==> config.mk <==
export PLATFORM = sky130hd
export DESIGN_NAME = pc_sequencer
export DESIGN_NICKNAME = d
export VERILOG_FILES = /design/src/rtl/pc_sequencer.sv
export SDC_FILE = /design/constraint.sdc
export NUM_CORES = 1
export LEC_CHECK = 0
export ABC_AREA = 0
export CORE_UTILIZATION = 32
export DETAILED_ROUTE_END_ITERATION = 6
export PLACE_DENSITY = 0.77
export SLEW_MARGIN = 10
export SYNTH_ARGS = -nofsm -noshare
export SYNTH_HDL_FRONTEND = slang
export SYNTH_SLANG_ARGS = --single-unit
==> constraint.sdc <==
create_clock -name clock -period 1.55 [get_ports clock]
set_clock_uncertainty 0.2 [all_clocks]
set_input_delay 0.155 -clock clock [delete_from_list [all_inputs] [get_ports clock]]
set_output_delay 0.155 -clock clock [all_outputs]
set_load 0.005 [all_outputs]
==> src/rtl/pc_sequencer.sv <==
// Fetch-stage PC sequencer: next-PC arbitration, IF/ID control, flush bubbles and HALT/step debug.
// Optional fetch counter enabled by defining PC_SEQUENCER_FETCH_COUNT_EN.
module pc_sequencer #(
    parameter int                 ADDR_W       = 10,
    parameter logic [ADDR_W-1:0]  RESET_PC     = '0,
    parameter int                 FLUSH_CYCLES = 1
) (
    input  logic              clock,
    input  logic              reset_n,
    input  logic [ADDR_W-1:0] pc_current,
    input  logic              stall_req,
    input  logic              branch_taken,
    input  logic [ADDR_W-1:0] branch_target,
    input  logic              jump_req,
    input  logic [ADDR_W-1:0] jump_target,
    input  logic              halt_req,
    input  logic              resume,
    input  logic              step,
    output logic              PC_write,
    output logic [ADDR_W-1:0] PC_new,
    output logic              IF_ID_write,
    output logic              IF_ID_flush,
    output logic              halted,
    output logic [15:0]       fetch_count
);

    typedef enum logic [1:0] {RUN, FLUSH, HALT, STEP} state_e;

    localparam logic [2:0] FLUSH_LOAD = 3'(FLUSH_CYCLES - 1);

    state_e            state_q, state_d;
    logic [2:0]        cnt_q, cnt_d;
    logic              redirect;
    logic [ADDR_W-1:0] redir_pc;
    logic [ADDR_W-1:0] pc_seq;

    // Branch is older than the jump in ID, so it wins and the jump is dropped.
    assign redirect = branch_taken | jump_req;
    assign redir_pc = branch_taken ? branch_target : jump_target;
    assign pc_seq   = pc_current + ADDR_W'(1);

    always_comb begin
        state_d     = state_q;
        cnt_d       = cnt_q;
        PC_write    = 1'b0;
        PC_new      = pc_seq;
        IF_ID_write = 1'b0;
        IF_ID_flush = 1'b0;
        halted      = 1'b0;
        if (!reset_n) begin
            PC_write    = 1'b1;
            PC_new      = RESET_PC;
            IF_ID_flush = 1'b1;
            state_d     = RUN;
            cnt_d       = '0;
        end else begin
            case (state_q)
                RUN, STEP: begin
                    if (redirect) begin
                        PC_write    = 1'b1;
                        PC_new      = redir_pc;
                        IF_ID_write = 1'b1;
                        IF_ID_flush = 1'b1;
                        cnt_d       = FLUSH_LOAD;
                        state_d     = (FLUSH_LOAD != 3'd0) ? FLUSH : RUN;
                    end else if (halt_req) begin
                        state_d = HALT;
                    end else if (!stall_req) begin
                        PC_write    = 1'b1;
                        IF_ID_write = 1'b1;
                    end
                    // A single step always lands back in HALT with no pending bubbles.
                    if (state_q == STEP) begin
                        state_d = HALT;
                        cnt_d   = '0;
                    end
                end
                FLUSH: begin
                    PC_write    = 1'b1;
                    IF_ID_write = 1'b1;
                    IF_ID_flush = 1'b1;
                    if (redirect) begin
                        PC_new  = redir_pc;
                        cnt_d   = FLUSH_LOAD;
                        state_d = (FLUSH_LOAD != 3'd0) ? FLUSH : RUN;
                    end else begin
                        cnt_d   = (cnt_q == 3'd0) ? 3'd0 : cnt_q - 3'd1;
                        state_d = (cnt_q <= 3'd1) ? RUN : FLUSH;
                    end
                end
                HALT: begin
                    halted = 1'b1;
                    if (resume)    state_d = RUN;
                    else if (step) state_d = STEP;
                end
                default: begin
                    state_d = RUN;
                    cnt_d   = '0;
                end
            endcase
        end
    end

    always_ff @(posedge clock) begin
        if (!reset_n) begin
            state_q <= RUN;
            cnt_q   <= '0;
        end else begin
            state_q <= state_d;
            cnt_q   <= cnt_d;
        end
    end

`ifdef PC_SEQUENCER_FETCH_COUNT_EN
    logic [15:0] fcnt_q;

    always_ff @(posedge clock) begin
        if (!reset_n)
            fcnt_q <= '0;
        else if (PC_write && fcnt_q != 16'hFFFF)
            fcnt_q <= fcnt_q + 16'd1;
    end

    assign fetch_count = fcnt_q;
`else
    assign fetch_count = '0;
`endif

endmodule
==> results of run 1 <==
-- routing by layer --
| metal | global-route usage | vias up | routed length (um) |
|---|---|---|---|
| li1 | - | 613 | - |
| met1 | 0.2558 | 558 | 1372 |
| met2 | 0.3505 | 51 | 1675 |
| met3 | 0.03571 | 0 | 209 |
| met4 | 0.03061 | 0 | 0 |
| met5 | 0 | - | 0 |
-- registers in the layout, indices dropped and copies added, names as in the netlist --
name     count
cnt_q        3
state_q      2
-- worst max-delay path, cell delays in order (launching register included) --
cell and delay, ns:
dfxtp_2 0.35, inv_4 0.05, ha_4 0.17, nand2b_4 0.15, buf_8 0.14, nand2_2 0.05, and3_4 0.18, buf_6 0.09
-- power groups by stage --
stage                     sequential [W]  combinational (W)  clock [W]
after floorplan                 0.000137           0.000197          0
after global placement          0.000137           0.000427          0
after detailed placement        0.000137           0.000431          0
after CTS                       0.000137           0.000472   0.000157
after global routing            0.000137           0.000543   0.000163
final                           0.000136           0.000503   0.000149
-- cells in the final DEF (no fill, tap or decap), types with 3 or more instances in the layout --
master,instances
dlygate4sd2_1,10
inv_1,4
ha_4,4
nand2_2,3
and3_1,3
o21ai_2,4
a21oi_1,7
clkbuf_4,3
clkdlybuf4s50_1,27
nand2_1,8
dfxtp_1,3
o21ai_1,6
mux2i_1,6
nor2b_1,4
xnor2_1,6
nand3_2,4
buf_2,13
buf_4,28
conb_1,16
nor2_1,4
buf_6,5
nor2_4,3
-- through the flow --
stage                     setup TNS, ns  std cells
after floorplan                 -0.1479        152
after global placement           -9.775        244
after detailed placement         -10.25        244
after CTS                        -2.694        251
after global routing             -3.888        252
final                            -2.891        252
-- cell families after synthesis --
| family | count (synthesis) |
|---|---|
| multiplexers | 9 |
| XOR/XNOR | 8 |
| flip-flops | 5 |
| AO/OA/AOI/OAI | 30 |
| other | 1 |
| AND/OR/NAND/NOR | 47 |
| adder cells (fa/ha/maj) | 8 |
| buffers and inverters | 29 |
-- layout make-up --
type,instances,area [um2],share of cell area
well taps,31,38.79,0.02025
inverters,9,43.79,0.02286
multi-input cells,118,982.2,0.5127
repair buffers,85,719.4,0.3756
flip-flops and latches,5,105.1,0.05487
clock buffers,4,26.28,0.01372
-- worst min path at each step --
stage / slack, ns / endpoint / start / cells past startpoint
floorplan: 0.08 / state_q[1] / reset_n / 1
global placement: 0.32 / cnt_q[1] / cnt_q[1] / 2
detailed placement: 0.34 / cnt_q[1] / cnt_q[1] / 2
CTS: 0.35 / cnt_q[1] / cnt_q[1] / 2
global route: 0.44 / cnt_q[1] / cnt_q[1] / 2
finish: 0.40 / cnt_q[1] / cnt_q[1] / 2
-- what timing repair did --
item	in CTS	in global routing
resized for setup	113	10
hold buffers	0	0
gates cloned	0	0
setup endpoints to repair	19	19
pin swaps	29	8
setup buffers	3	1
==> metrics.txt, run 1 <==
run status finished with violations; failing checks DRC, setup timing; Ports 68; Sequential Power Share 0.173; leakage about 0.84 nW; CTS Sinks 5; complex-gate fraction of the synthesized area 0.1892; largest family of logic cells by synthesized area simple AND/OR/NAND/NOR gates; Rows 19; #FFs+latches synth 5; Clock Pin Slew Worst Setup and Hold Paths 0.04 ns; crit path kind register to output port; mean post-synth cell area ~7.2 um2; Reg2Reg Launch Point state_q[1]; Area growth, synth to finish 93.06%; routed length per instance about 13 um; CTS Buf Count 3; core area around 2900 um2; worst setup path startpoint state_q[0]; Port Buffers between 50 and 60; worst setup path endpoint PC_new[2]; die area 3328 um2; CTS HTree Levels 1; post-synth top area share 0.1286; synth warn 0; 1st-iter DRT viols 27; top post-synthesis cells by area buf_4 13%, dfxtp_1 10%, ha_1 10%; Net Sw Frac 0.3426; Synth Area in XOR/XNOR 0.07062; layout cells sized above 1 0.4299; setup slack, reg-to-reg -0.14 ns; count leader, synth buf_4; Overflow after GRT 0; Post-DRT Antenna Nets 0; Skew-Pair Late Insertion Delay 0.24 ns; multiplexer share of the synthesized area 0.09458; Max-Cap Viols 0; Die Y just under 60 um; crit path max fanout 8; f_max 564.8 MHz; Pwr per Cell Area 411.2 nW/um2; drt pass-1 iters 6; Yosys cell types 38; Critical Path Start Type register; CTS max path bufs 2; fillers 232; Seq/Total Area, Yosys 0.1009; Pint around 0.00052 W; nets 268; post-synthesis adder-cell area fraction 0.1009; min Tclk post-route about 1.8 ns; synthesized cell area roughly 1000 um2; clock share of power 0.189; setup ws final -0.2206 ns; vias in the first global route between 1000 and 1500; Final setup viols 19; Synth area leader buf_4; Post-Synth Simple-Gate Area 0.2636; DRC 4; Crit. End Element output port; Post-synth EDFFs 0; pre-CTS WS -0.7044 ns; Detailed Place HPWL between 2000 and 2500 um; Hold Path Class register to register; Die W just under 60 um; final hold viol count 0; RSZ-0062 raised after global routing true; Worst Reg-to-Reg Cells 6; VDD IR max ~0.00021 V; Starting Density 0.3478; Root Buffer clkbuf_4; critical path arrival roughly 1.4 ns; Net Sw Power between 0.0002 and 0.0003 W; Comb pwr share 0.638; top_reg_cell synth dfxtp_1; DRT Wirelength approximately 3300 um; Slew Limit Fails 0; most frequent cells after synthesis 17 x buf_4, 11 x nand2_1, 10 x a21oi_1; first-pass GRT wire length 5237 um; WP data required about 1.2 ns; CTS tree done; DP Area approximately 1700 um2; Avg Vias per Cell between 4 and 5; largest net degree at the start of global routing 11; WHS ~0.4 ns; Placer Congestion roughly 0.80; share of the clock period used by the worst path 1.142; GRT Util Overall 0.1978; final core occ 0.6715; Synth async-reset ratio 0; total power around 0.00079 W; Final Instance Area 1916 um2; post-synthesis cell count around 140; Reg-to-Reg End state_q[0]; total vias in the final route 1222; # diodes 0; initial antenna violation count 0
(Power assumes the default switching activity.)
==> inputs of run 2 (changes only) <==
--- a/config.mk
+++ b/config.mk
@@ -10,3 +10,3 @@
 export DETAILED_ROUTE_END_ITERATION = 6
-export PLACE_DENSITY = 0.77
+export PLACE_DENSITY = 0.86
 export SLEW_MARGIN = 10
==> constraint.sdc (replaced) <==
create_clock -name clock -period 1.55 [get_ports clock]
set_clock_uncertainty 0.2 [all_clocks]
set_input_delay 0.465 -clock clock [delete_from_list [all_inputs] [get_ports clock]]
set_output_delay 0.465 -clock clock [all_outputs]
set_load 0.005 [all_outputs]
==> run 2 against run 1 <==
  * The flow still finishes with violations (DRC, setup timing)
  * Largest power group unchanged
  * Critical endpoint is now PC_write
  * Critical path type unchanged
  * Largest cell class unchanged
  * Sequential share of layout area is 0.64 points lower
  * Sequential power hardly changed
  * Fmax shrank 18%
==> metrics.txt, run 2 (synthesized netlist as in run 1, its figures left out) <==
CTS Buf Count 3 (unchanged); commonest non-fill, non-tap cells in the layout 27 x buf_6, 21 x buf_4, 16 x conb_1; hold path depth 2 (unchanged); Reg2Reg Launch Point state_q[0]; die area 3328 um2 (unchanged); largest net degree at the start of global routing 9 (-2); Post-DRT Antenna Nets 0 (unchanged); WP data required 0.88 ns (-0.31 ns); CTS max path bufs 2 (unchanged); failing checks DRC, setup timing; Detailed Place HPWL 2350 um (+2.4%); routed length per instance 21.04 um (+63%); Slew Limit Fails 0 (unchanged); Ports 68 (unchanged); layout cells sized above 1 0.5565 (+0.1267); setup ws final -0.6034 ns (-0.3828 ns); first-pass GRT wire length 6906 um (+32%); fin cells 261 (+3.6%); Pwr per Cell Area 425.4 nW/um2 (+3.4%); Skew-Pair Late Insertion Delay 0.25 ns (about the same); initial antenna violation count 0 (unchanged); fillers 163 (-30%); CTS tree done; WHS 0.4511 ns (+0.05021 ns); max reg flops 3 (unchanged); Hold Path Class register to register; Root Buffer clkbuf_4; Die Y 57.69 um (unchanged); DRT Wirelength 5491 um (+69%); final hold viol count 0 (unchanged); DP Cell Count 242 (-0.82%); hold path start cnt_q[1]; Reg-to-Reg End cnt_q[2]; vias in the first global route 1454 (+24%); run status finished with violations; Highest Signal Layer met4; critical path arrival 1.49 ns (+0.07 ns); leakage 0.9951 nW (+18%); Critical Path Start Type register; Min-Delay Endpoint cnt_q[1]; met1 WL 2048 um (+49%); Port Buffers 51 (unchanged); f_max 464.4 MHz (-18%); # diodes 0 (unchanged); Area growth, synth to finish 118.7%; most common cell after layout, fill and taps aside buf_6; Clock Pin Slew Worst Setup and Hold Paths 0.05 ns (about the same); Avg Vias per Cell 5.782 (+19%); Overflow after GRT 0 (unchanged); Worst Reg-to-Reg Cells 7 (+1); Max-Cap Viols 0 (unchanged); Placer Congestion 0.7811 (-1.9%); CTS HTree Levels 1 (unchanged); met3 routed WL 593 um (+180%); drt pass-1 iters 7 (+1); RSZ-0062 raised after global routing true; Rows 19 (unchanged); total vias in the final route 1509 (+23%); GRT Util Overall 0.2752 (+0.07730); register name with the most flops cnt_q; Crit. End Element output port; CTS Sinks 5 (unchanged); Die W 57.69 um (unchanged); metal2 WL 2439 um (+46%); Regs by FF count cnt_q (3), state_q (2); setup slack, reg-to-reg -0.28 ns (-0.14 ns); share of the clock period used by the worst path 1.389 (+0.2470); crit path kind register to output port; min Tclk post-route 2.153 ns (+0.3828 ns); DRC 5 (+1); nets 277 (+3.4%); Final setup viols 19 (unchanged); crit path max fanout 3 (-5); core area 2853 um2 (unchanged); VDD IR max 0.0002372 V (+11%); Starting Density 0.3478 (unchanged); 1st-iter DRT viols 114 (+320%)
-- run 2: changes by cell type in the layout (fill, tap and decap cells not counted), sizes merged --
cell | before | now
clkdlybuf4s50 | 27 | 13
nand2b | 4 | 5
dlygate4sd2 | 10 | 13
clkdlybuf4s15 | 0 | 1
buf | 48 | 65
bufbuf | 0 | 1
-- run 2: power breakdown --
part	internal [W]	switching (W)	total (W)
Sequential	0.000132	0.00000428	0.000136
Clock	0.0000979	0.0000629	0.000161
Combinational	0.000337	0.000289	0.000626
-- run 2: repair_timing --
item,4_1_cts,5_1_grt
pin swaps,40,16
buffers inserted,11,7
gates resized for setup,171,29
cloned,2,0
hold buffers,0,0
endpoints found under the setup margin,19,19
-- run 2: critical path, cell delays in order (launching register included) --
cell and delay [ns]:
dfxtp_2 0.35, inv_4 0.05, buf_6 0.11, ha_4 0.28, inv_4 0.05, a21oi_4 0.14
o21ai_1 0.10, buf_2 0.14
-- run 2: metal layers --
metal | GRT usage | vias to the layer above
li1 | - | 631
met1 | 0.2849 | 682
met2 | 0.4801 | 148
met3 | 0.06696 | 48
met4 | 0.2075 | 0
met5 | 0 | -
-- run 2: stage by stage --
stage	power [W]	TNS, ns	setup slack [ns]	area [um2]	utilization
floorplan	0.0003653	-2.795	-0.3149	1160	-
global placement	0.0005767	-19.85	-1.312	1753	0.6145
detailed placement	0.0005849	-20.11	-1.370	1753	0.6145
CTS	0.0008064	-7.161	-0.5158	2006	0.7031
global route	0.0009530	-9.480	-0.6255	2170	0.7605
finish	0.0009229	-8.937	-0.6034	2170	0.7605
-- run 2: how the worst max path moves through the flow --
stage | start | endpoint | depth (start not counted)
after floorplan | branch_taken | PC_new[5] | 6
after global placement | pc_current[0] | PC_new[8] | 7
after detailed placement | pc_current[0] | PC_new[8] | 7
after CTS | state_q[0] | PC_write | 7
after global routing | pc_current[0] | PC_new[8] | 7
final | state_q[0] | PC_write | 7
-- run 2: area by class of cell --
| class | instances | area [um2] | share of cell area |
|---|---|---|---|
| Multi-Input combinational cell | 119 | 1090 | 0.5023 |
| Timing Repair Buffer | 93 | 868.3 | 0.4002 |
| Sequential cell | 5 | 105.1 | 0.04844 |
| Inverter | 9 | 41.29 | 0.01903 |
| Tap cell | 31 | 38.79 | 0.01788 |
| Clock buffer | 4 | 26.28 | 0.01211 |
